## config.mk

```make
export PLATFORM = sky130hd
export DESIGN_NAME = inst_cache_flat
export DESIGN_NICKNAME = d
export VERILOG_FILES = /design/src/rtl/inst_cache_pkg.sv /design/src/rtl/inst_cache_if.sv /design/src/rtl/inst_cache_array.sv /design/src/rtl/inst_cache.sv /design/src/flat_wrapper.sv
export SDC_FILE = /design/constraint.sdc
export NUM_CORES = 2
export LEC_CHECK = 0
export ABC_AREA = 0
export ABC_CLOCK_PERIOD_IN_PS = 3600
export BUFFER_PORTS_ARGS = -buffer_cell sky130_fd_sc_hd__buf_4
export CAP_MARGIN = 20
export CORE_AREA = 2 2 316 552
export DETAILED_ROUTE_END_ITERATION = 6
export DIE_AREA = 0 0 318 554
export HOLD_SLACK_MARGIN = 0.06
export PLACE_DENSITY = 0.72
export SLEW_MARGIN = 20
export SYNTH_ARGS = -nofsm -noshare
export SYNTH_HDL_FRONTEND = slang
export SYNTH_HIERARCHICAL = 1
export SYNTH_SLANG_ARGS = --single-unit
```

## constraint.sdc

```tcl
create_clock -name clk -period 3.6 [get_ports clk]
set_input_delay 0.54 -clock clk [delete_from_list [all_inputs] [get_ports clk]]
set_output_delay 0.54 -clock clk [all_outputs]
set_load 0.02 [all_outputs]
```

## src/rtl/inst_cache_pkg.sv

```systemverilog
// inst_cache_pkg: shared types and defaults for the instruction cache.
//   INST_CACHE_LINES / INST_CACHE_WORDS : default geometry (lines, words per line)
//   DType / Instr                       : 32-bit address/data and instruction words
//   ICacheState                         : controller FSM states
package inst_cache_pkg;

  localparam int unsigned INST_CACHE_LINES = 16;
  localparam int unsigned INST_CACHE_WORDS = 4;

  typedef logic [31:0] DType;
  typedef logic [31:0] Instr;

  typedef enum logic [2:0] {
    IDLE,
    LOOKUP,
    MISS_REQ,
    REFILL,
    RESPOND
  } ICacheState;

endpackage

```

## src/rtl/inst_cache_if.sv

```systemverilog
// inst_cache_if: fetch-side and memory-side handshake bundle of the instruction cache.
//   cpu_*  : fetch request/response (valid/ready request, rvalid/rdata response)
//   flush  : single-cycle invalidate-all request
//   mem_*  : line-read request channel and refill beat channel
// Modports: slave = cache side, master = fetch unit / memory side.
interface inst_cache_if;
  import inst_cache_pkg::*;

  logic cpu_req;
  DType cpu_addr;
  logic cpu_ready;
  logic cpu_rvalid;
  Instr cpu_rdata;
  logic flush;

  logic mem_req_valid;
  logic mem_req_ready;
  DType mem_req_addr;
  logic mem_resp_valid;
  DType mem_resp_data;

  modport slave (
    input  cpu_req, cpu_addr, flush, mem_req_ready, mem_resp_valid, mem_resp_data,
    output cpu_ready, cpu_rvalid, cpu_rdata, mem_req_valid, mem_req_addr
  );

  modport master (
    output cpu_req, cpu_addr, flush, mem_req_ready, mem_resp_valid, mem_resp_data,
    input  cpu_ready, cpu_rvalid, cpu_rdata, mem_req_valid, mem_req_addr
  );

endinterface

```

## src/rtl/inst_cache_array.sv

```systemverilog
// inst_cache_array: valid/tag/data storage of the direct-mapped instruction cache.
//   clk, reset : clock, asynchronous active-high reset (clears valid bits)
//   clear      : synchronous invalidate of every line
//   idx        : line index shared by the asynchronous read and the writes
//   rd_off     : word offset for the asynchronous data read
//   rd_valid, rd_tag, rd_word : read results for idx / rd_off
//   word_we, wr_off, wr_word  : single-word write into line idx
//   tag_we, wr_tag            : tag write for line idx, also marks it valid
module inst_cache_array
  import inst_cache_pkg::*;
#(
  parameter int unsigned LINES = INST_CACHE_LINES,
  parameter int unsigned WORDS = INST_CACHE_WORDS,
  parameter int unsigned TAGW  = 30 - $clog2(INST_CACHE_LINES) - $clog2(INST_CACHE_WORDS)
) (
  input  logic                     clk,
  input  logic                     reset,
  input  logic                     clear,
  input  logic [$clog2(LINES)-1:0] idx,
  input  logic [$clog2(WORDS)-1:0] rd_off,
  output logic                     rd_valid,
  output logic [TAGW-1:0]          rd_tag,
  output Instr                     rd_word,
  input  logic                     word_we,
  input  logic [$clog2(WORDS)-1:0] wr_off,
  input  Instr                     wr_word,
  input  logic                     tag_we,
  input  logic [TAGW-1:0]          wr_tag
);

  logic [LINES-1:0] valid_q;
  logic [TAGW-1:0]  tag_q  [LINES];
  Instr             data_q [LINES][WORDS];

  assign rd_valid = valid_q[idx];
  assign rd_tag   = tag_q[idx];
  assign rd_word  = data_q[idx][rd_off];

  always_ff @(posedge clk or posedge reset) begin
    if (reset) begin
      valid_q <= '0;
    end else if (clear) begin
      valid_q <= '0;
    end else if (tag_we) begin
      valid_q[idx] <= 1'b1;
    end
  end

  // Tag and data contents are meaningless while the valid bit is clear,
  // so they carry no reset.
  always_ff @(posedge clk) begin
    if (tag_we) begin
      tag_q[idx] <= wr_tag;
    end
    if (word_we) begin
      data_q[idx][wr_off] <= wr_word;
    end
  end

endmodule

```

## src/rtl/inst_cache.sv

```systemverilog
// inst_cache: direct-mapped instruction cache between the PC register and decode.
//   clk, reset : clock, asynchronous active-high reset
//   bus        : inst_cache_if.slave carrying the fetch request/response,
//                the flush pulse, and the line-read / refill-beat memory channels
// Hits return one cycle after acceptance and can stream one word per cycle;
// misses fetch a whole line in ascending word order and then return the word.
module inst_cache
  import inst_cache_pkg::*;
#(
  parameter int unsigned LINES = INST_CACHE_LINES,
  parameter int unsigned WORDS = INST_CACHE_WORDS
) (
  input  logic        clk,
  input  logic        reset,
  inst_cache_if.slave bus
);

  localparam int unsigned OW = $clog2(WORDS);
  localparam int unsigned IW = $clog2(LINES);
  localparam int unsigned TW = 30 - OW - IW;

  ICacheState    state, state_nxt;
  logic [29:0]   addr_q;   // word address of the request being served
  logic [OW-1:0] beat_q;
  logic          flush_pend;

  logic [OW-1:0] off;
  logic [IW-1:0] idx;
  logic [TW-1:0] tag;

  logic          rd_valid;
  logic [TW-1:0] rd_tag;
  Instr          rd_word;
  logic          hit;

  logic          latch, beat_clr, word_we, tag_we, flush_clear;
  logic          ready_c, rvalid_c, mreq_c;
  Instr          rdata_c;
  DType          maddr_c;

  // Byte-select bits of the fetch address play no part in a word fetch.
  logic          addr_lsb_unused;
  assign addr_lsb_unused = ^bus.cpu_addr[1:0];

  assign off = addr_q[OW-1:0];
  assign idx = addr_q[OW +: IW];
  assign tag = addr_q[29 -: TW];
  assign hit = rd_valid && (rd_tag == tag);

  // Invalidate only once the controller is back in IDLE, so a refill in
  // flight completes first and its line is cleared along with the rest.
  assign flush_clear = (state == IDLE) && flush_pend;

  inst_cache_array #(
    .LINES (LINES),
    .WORDS (WORDS),
    .TAGW  (TW)
  ) u_array (
    .clk      (clk),
    .reset    (reset),
    .clear    (flush_clear),
    .idx      (idx),
    .rd_off   (off),
    .rd_valid (rd_valid),
    .rd_tag   (rd_tag),
    .rd_word  (rd_word),
    .word_we  (word_we),
    .wr_off   (beat_q),
    .wr_word  (bus.mem_resp_data),
    .tag_we   (tag_we),
    .wr_tag   (tag)
  );

  always_comb begin
    state_nxt = state;
    ready_c   = 1'b0;
    rvalid_c  = 1'b0;
    rdata_c   = '0;
    mreq_c    = 1'b0;
    maddr_c   = '0;
    latch     = 1'b0;
    beat_clr  = 1'b0;
    word_we   = 1'b0;
    tag_we    = 1'b0;
    unique case (state)
      IDLE: begin
        ready_c = !flush_pend;
        if (bus.cpu_req && !flush_pend) begin
          latch     = 1'b1;
          state_nxt = LOOKUP;
        end
      end
      LOOKUP: begin
        if (hit) begin
          rvalid_c = 1'b1;
          rdata_c  = rd_word;
          ready_c  = !flush_pend;
          if (bus.cpu_req && !flush_pend) begin
            latch = 1'b1;
          end else begin
            state_nxt = IDLE;
          end
        end else begin
          state_nxt = MISS_REQ;
        end
      end
      MISS_REQ: begin
        mreq_c  = 1'b1;
        maddr_c = {addr_q[29:OW], {(OW + 2){1'b0}}};
        if (bus.mem_req_ready) begin
          beat_clr  = 1'b1;
          state_nxt = REFILL;
        end
      end
      REFILL: begin
        if (bus.mem_resp_valid) begin
          word_we = 1'b1;
          if (beat_q == OW'(WORDS - 1)) begin
            tag_we    = 1'b1;
            state_nxt = RESPOND;
          end
        end
      end
      RESPOND: begin
        rvalid_c  = 1'b1;
        rdata_c   = rd_word;
        state_nxt = IDLE;
      end
      default: state_nxt = IDLE;
    endcase
  end

  always_ff @(posedge clk or posedge reset) begin
    if (reset) begin
      state      <= IDLE;
      addr_q     <= '0;
      beat_q     <= '0;
      flush_pend <= 1'b0;
    end else begin
      state <= state_nxt;
      if (latch) begin
        addr_q <= bus.cpu_addr[31:2];
      end
      if (beat_clr) begin
        beat_q <= '0;
      end else if (word_we) begin
        beat_q <= beat_q + OW'(1);
      end
      // A new pulse wins over the clearing edge so it is never lost.
      flush_pend <= bus.flush || (flush_pend && (state != IDLE));
    end
  end

  assign bus.cpu_ready     = ready_c;
  assign bus.cpu_rvalid    = rvalid_c;
  assign bus.cpu_rdata     = rdata_c;
  assign bus.mem_req_valid = mreq_c;
  assign bus.mem_req_addr  = maddr_c;

endmodule

```

## src/flat_wrapper.sv

```systemverilog
// flat-port wrapper written by rule: the top's interface ports become plain ports
module inst_cache_flat import inst_cache_pkg::*;
#(
  parameter int unsigned LINES = INST_CACHE_LINES,
  parameter int unsigned WORDS = INST_CACHE_WORDS
)
  (clk, reset, bus_cpu_req, bus_cpu_addr, bus_flush, bus_mem_req_ready, bus_mem_resp_valid, bus_mem_resp_data, bus_cpu_ready, bus_cpu_rvalid, bus_cpu_rdata, bus_mem_req_valid, bus_mem_req_addr);
  inst_cache_if bus_i ();
  input  logic clk;
  input  logic reset;
  input wire logic [$bits(bus_i.cpu_req)-1:0] bus_cpu_req;
  input wire logic [$bits(bus_i.cpu_addr)-1:0] bus_cpu_addr;
  input wire logic [$bits(bus_i.flush)-1:0] bus_flush;
  input wire logic [$bits(bus_i.mem_req_ready)-1:0] bus_mem_req_ready;
  input wire logic [$bits(bus_i.mem_resp_valid)-1:0] bus_mem_resp_valid;
  input wire logic [$bits(bus_i.mem_resp_data)-1:0] bus_mem_resp_data;
  output wire logic [$bits(bus_i.cpu_ready)-1:0] bus_cpu_ready;
  output wire logic [$bits(bus_i.cpu_rvalid)-1:0] bus_cpu_rvalid;
  output wire logic [$bits(bus_i.cpu_rdata)-1:0] bus_cpu_rdata;
  output wire logic [$bits(bus_i.mem_req_valid)-1:0] bus_mem_req_valid;
  output wire logic [$bits(bus_i.mem_req_addr)-1:0] bus_mem_req_addr;
  assign bus_i.cpu_req = bus_cpu_req;
  assign bus_i.cpu_addr = bus_cpu_addr;
  assign bus_i.flush = bus_flush;
  assign bus_i.mem_req_ready = bus_mem_req_ready;
  assign bus_i.mem_resp_valid = bus_mem_resp_valid;
  assign bus_i.mem_resp_data = bus_mem_resp_data;
  assign bus_cpu_ready = bus_i.cpu_ready;
  assign bus_cpu_rvalid = bus_i.cpu_rvalid;
  assign bus_cpu_rdata = bus_i.cpu_rdata;
  assign bus_mem_req_valid = bus_i.mem_req_valid;
  assign bus_mem_req_addr = bus_i.mem_req_addr;
  inst_cache #(.LINES(LINES), .WORDS(WORDS)) u_core (.clk(clk), .reset(reset), .bus(bus_i));
endmodule
```

### Word-level counts from Yosys, hierarchy flattened

Memory sizes are Yosys's and may differ from the RTL's.
Index checks and enable logic that the tools add are counted.

* register bits: 52
* bits in latches: 0
* RAM bits: 2432
* memory bits (read-only): 0
* bits of input ports: 70
* output and inout bits: 67
* word-level logic and storage cells: 82
* memories kept: 2

Memories
* u_core.u_array.data_q: words 16, width 128, read ports 1, clocked after Yosys merged registers in 0, wr ports 1, RTL line inst_cache_array.sv:33 `Instr data_q [LINES][WORDS];`
* u_core.u_array.tag_q: words 16, width 24, read ports 1, clocked after Yosys merged registers in 0, wr ports 1, RTL line inst_cache_array.sv:32 `logic [TAGW-1:0] tag_q [LINES];`

* add/subtract/negate cells: 1
* multiply operators: 0
* divide/modulo/power cells: 0
* magnitude comparators: 5
* eq/ne operators: 11
* shift-type cells: 0
* mux-type cells: 42
* bitwise logic cells: 3
* reductions and logical operators: 13

Operators with widths (number)
* 32-bit 2-to-1 mux: 5
* 128-bit 2-to-1 mux: 1
* 32-bit binary-select mux with 2-bit select: 1
* 32-bit demux with 2-bit select: 1
* 32-bit case mux with 2 select lines: 1
* 16-bit 2-to-1 mux: 2
* 24-bit equality test: 1
* 3-bit 2-to-1 mux: 6
* 1-bit 2-to-1 mux: 17
* 16-bit OR: 1
* 3-bit case mux with 4 select lines: 1
* 3-bit by 2-bit equality test with 1-bit output (second input constant): 2
* 3-bit >= comparator (second input constant): 2
* 1-bit logical AND: 6
* 2-bit inequality test (second input constant): 3
* 2-bit NOT with 3-bit output: 2
* 1-bit case mux with 2 select lines: 3
* 4-bit by 5-bit less-than comparator with 1-bit output (second input constant): 1
* 5-bit AND reduction: 1
* 1-bit binary-select mux with 4-bit select: 1
* 1-bit demux with 4-bit select: 1
* 4-bit by 1-bit >= comparator with 1-bit output (second input constant): 1
* 2-bit 2-to-1 mux: 2
* 2-bit nonzero test: 2
* other kinds (11): 11

### Depth between registers and ports, before layout

* word-level depth: 7
* mapped depth: 14
* gate-level depth less buffers: 8

### Hierarchy

The synthesis kept the hierarchy.

By module, submodules not included
* inst_cache_array: instances 1, cells an instance 4088, area an instance 93452.1 um2, seq. area each 73430.4 um2
* inst_cache: instances 1, cells an instance 200, area an instance 2163.3 um2, seq. area each 900.9 um2

### Least setup slack after synthesis

No wires, ideal clock.

* path kind: register to output
* start: register u_core.addr_q[3]
* end: output port bus_cpu_rdata[22]
* arrival time: 3.630 ns
* data required time: 3.060 ns
* setup slack: -0.570 ns
* stages on the path, launching flop included: 15
* path buffers: 6
* cells stage by stage: dfrtp_1 buf_6 buf_6 buf_4 buf_2 buf_2 mux4_2 mux4_2 xnor2_1 nand4_1 nor4_2 and3_1 a32o_1 clkbuf_1 and2_1

* elaborated cells between the ends (all ways): 11
* those cells by class: 1 x eq/ne; 7 x mux; 1 x reduce/logical; 2 x memory

RTL lines
* start, declared: RTL line inst_cache.sv:23 `logic [29:0] addr_q;`
* start signal, assigned: RTL line inst_cache.sv:142 `addr_q <= bus.cpu_addr[31:2];`
* memory 16 x 24 bit
* net u_core.rd_tag[15]: RTL line inst_cache.sv:32 `logic [TW-1:0] rd_tag;`
* 24-bit equality test: RTL line inst_cache.sv:48 `assign hit = rd_valid && (rd_tag == tag);`
* 1-bit logical AND: RTL line inst_cache.sv:48
* 32-bit 2-to-1 mux: RTL line inst_cache.sv:94 `if (hit) begin`
* 32-bit case mux with 2 select lines: RTL line inst_cache.sv:85 `unique case (state)`
* end, declared: RTL line flat_wrapper.sv:19 `output wire logic [$bits(bus_i.cpu_rdata)-1:0] bus_cpu_rdata;`

The timed path passes the listed nets, and every way through them passes these cells. The select of a mux whose other input is x is not followed.

### Worst setup path in the final report

* start: register u_core.addr_q[2]
* end: output port bus_cpu_rdata[5]

The elaborated chain is that of the path after synthesis.

==> impl_metrics.toml <==
[routing]
first_pass_iters = 5
wirelength_mm = 246
via_per_inst = 6.61
wl_per_cell_um = 33.8
ant_nets = 0
drc = 0
vias = 48000
drt_iter0_markers = 5532

[timing]
drv_slew = 0
rsz0062_at_grt = "true"
tightest_slew_ns = 1.09
hold_violations = 0
fmax_mhz = 200
period_share_pct = 139
period_minus_slack_ns = 5.00
worst_slack_ns = -1.40
skew_ns = 0.0442
report.final.setup_viol = 76
relSlewSlack_pct = 27.2

[worst_setup_path]
path_buf_inv = 5
start_kind = "flop"
cpMaxStageDelayCell = "mux4_2"
crit_arrival_ns = 4.46
cp.required_ns = 3.06
crit_chain = "buf_12, buf_16, mux4_2, mux4_2, xnor2_4, nand4_1, nor4_2, buf_4, and3_1, a32o_2, buf_12, and2_4, buf_6"
crit_path_max_fanout = 14
crit_cells = 13
reg2reg_depth = 17
max_stage_delay_ns = 0.56
end_kind = "output port"
reg2reg_from = "u_core/addr_q[2]$_DFFE_PP0P_"
crit_family = "multiplexers"
startpoint = "u_core/addr_q[2]$_DFFE_PP0P_"
path_class = "flop to output port"

[floorplanning]
core_um2 = 171000
dieArea_um2 = 176000
die_x_um = 318
num_rows = 201
die_y_um = 554
start_util_pct = 55.8
io_pins = 137

[placed_design]
dp_slack_ns = -0.701
portBuffers = 130
place_congestion = 0.845
dp_hpwl_mm = 150
dpl_cell_area_um2 = 104000

[clock_tree]
cts_buffer_depth = 4
cts_tree = "yes"
clkLatencyLatePin_ns = 0.85
cts.htree.levels = 4
cts_root_buf = "clkbuf_16"
clkTransAtPathRegs_ns = 0.07
numCtsBuffers = 207
clkSinkCount = 2484

[layout]
layout.area.seq_um2 = 74400
fin_nets = 4934
final_area_um2 = 111000
multi_input_area_um2 = 20700
areaGrowthSynthToFinish_pct = 16.6
layout-drive-gt1-share_pct = 32.3
fill_cells = 10800

[global_route]
track_usage_pct = 28.0
grt_max_degree = 94
grt_pass1_vias = 49200
grt_pass1_wl_mm = 350
antenna_found_initial = 10
grt-ovfl-total = 0

[synthesis]
synth_top_area_cell = "edfxtp_1"
synth_cell_types = 57
synth_warnings = 6
synth_edf_count = 2432
synth_area_um2 = 95600
ys_seq_elements = 2484
synthDominantCellAreaShare_pct = 76.4
synthArstFlopShare_pct = 2.09
syn_inst = 4288
seq_area_frac_synth_pct = 77.7
syn_area_per_cell_um2 = 22.3
yosys-top-cells-area = "edfxtp_1 76%, mux4_2 12%, mux2i_1 3.0%"
synth_flop_cell = "edfxtp_1"

[worst_hold_path]
hold_path_class = "primary input to flop"
min_from = "bus_mem_resp_valid"
whs_path_depth = 3

[flow_run]
drv_cap = 0

[power_and_ir_drop]
leakage_nw = 35.4
vdd_drop_max_v = 0.000390
p_total_w = 0.0646
power_density_nw_per_um2 = 579

[status]
violations = "setup timing"
status = "finished, violations left"
## flip-flops by register name, summed over array words and instances (netlist names)
signal / count
u_core/u_array/data_q: 2048
u_core/u_array/tag_q: 384
u_core/addr_q: 30
u_core/u_array/valid_q: 16
u_core/state: 3
u_core/beat_q: 2
u_core/flush_pend: 1
## worst reg2reg max path, stage by stage, from the launching register on
cell	delay (ns)
dfrtp_4	0.44
buf_12	0.16
buf_16	0.19
mux4_2	0.51
mux4_2	0.56
xnor2_4	0.26
nand4_1	0.13
nor4_2	0.31
buf_4	0.18
buf_4	0.10
buf_6	0.08
buf_6	0.08
a31oi_4	0.08
buf_6	0.13
buf_6	0.10
nand4bb_4	0.28
buf_12	0.22
mux2_4	0.31
## stage by stage
step	utilization, %	setup TNS (ns)	hold slack [ns]	instances
finish	65.1	-65.75	0.107	7265
global route	65.1	-72.44	0.150	7261
CTS	65.0	-54.59	0.0828	7256
detailed placement	60.6	-32.19	0.488	6833
global placement	60.6	-30.92	0.475	6833
floorplan	-	-1.13	0.454	4291
## path summary, 6_finish.rpt
check | end | slack (ns)
worst max-delay path | bus_cpu_rdata[5] | -1.40
worst min-delay path | u_core/state[1]$_DFFE_PP0P_ | 0.11
worst max register to register | u_core/addr_q[4]$_DFFE_PP0P_ | -0.64
worst min register to register | u_core/u_array/valid_q[9]$_DFFE_PP0P_ | 0.50
max in group asynchronous | u_core/addr_q[0]$_DFFE_PP0P_ | 2.40
min in group asynchronous | u_core/u_array/valid_q[9]$_DFFE_PP0P_ | 0.36
## cell type report
cell class | count | area share, %
clock inverter | 136 | 1.23
multi-input combinational | 1550 | 18.6
sequential | 2484 | 66.7
antenna | 5 | 0.0112
timing repair buffer | 616 | 6.16
clock buffer | 237 | 4.81
tap | 2233 | 2.51
inverter | 4 | 0.0135
## report_power, final
group	leakage [nW]	internal, W	switching (W)	total [W]
logic	9.57	0.00403	0.00527	0.00930
clock network	3.29	0.0126	0.00996	0.0225
registers	22.6	0.0324	0.000348	0.0327
## cells in the final DEF (no fill, tap or decap), drive strengths merged, types with 3 or more instances in the layout
| master | instances |
|---|---|
| nand2 | 15 |
| xor2 | 3 |
| dfrtp | 52 |
| dlygate4sd3 | 33 |
| a2111o | 4 |
| conb | 4 |
| nor2 | 111 |
| nand3 | 7 |
| inv | 7 |
| a21oi | 91 |
| a22o | 37 |
| a2111oi | 32 |
| nand4 | 5 |
| clkbuf | 238 |
| nor2b | 9 |
| mux4 | 509 |
| a221o | 26 |
| nand3b | 4 |
| a211o | 8 |
| a22oi | 28 |
| xnor2 | 21 |
| mux2i | 286 |
| edfxtp | 2432 |
| bufinv | 26 |
| a211oi | 4 |
| clkinv | 91 |
| and2 | 68 |
| diode | 5 |
| buf | 581 |
| o21ba | 4 |
| o31ai | 5 |
| o21ai | 30 |
| mux2 | 61 |
| o211a | 28 |
| o22ai | 40 |
| nor4 | 6 |
| clkinvlp | 16 |
| o221ai | 88 |
## per-layer routing
metal  GRT usage (%)  part of all wire, %  vias to the layer above
li1                -                    -                    19300
met1            34.0                   34                    25500
met2            50.6                   54                     2547
met3            3.57                  7.2                      580
met4            11.5                  4.8                        6
met5               0                0.017                        -
## cell usage after synthesis (8+ instances only)
cell type / instances
a2111oi_1: 20
a2111oi_2: 12
a211o_1: 8
a21oi_1: 91
a221o_1: 26
a22o_1: 37
a22oi_1: 28
and2_1: 68
buf_2: 79
buf_4: 50
buf_6: 21
clkbuf_1: 90
dfrtp_1: 52
edfxtp_1: 2432
mux2_2: 58
mux2i_1: 286
mux4_2: 504
nand2_1: 15
nor2_1: 111
nor2b_1: 9
o211a_1: 28
o21ai_0: 30
o221ai_1: 88
o22ai_1: 40
xnor2_1: 21
## cells by family (layout without fill, tap and decap cells)
kind of cell / count (synthesis) / in the layout / share of synthesized area (%)
adders and majority gates: 1 / 1 / 0.0131
AOI/OAI and AO/OA: 430 / 430 / 3.50
buffers and inverters: 257 / 993 / 1.56
and+or+nand+nor: 235 / 235 / 1.24
xor gates and xnor gates: 24 / 24 / 0.220
muxes: 856 / 856 / 15.7
other: 1 / 9 / 0.00392
DFF: 2484 / 2484 / 77.7
## timing repair
action	CTS	global route
gates cloned	4	1
endpoints found under the hold margin	84	0
hold buffers	33	0
pin swaps	7	3
buffers inserted	16	3
gates resized for setup	60	15
endpoints found under the setup margin	65	65
Power figures use the tool's default switching activity.
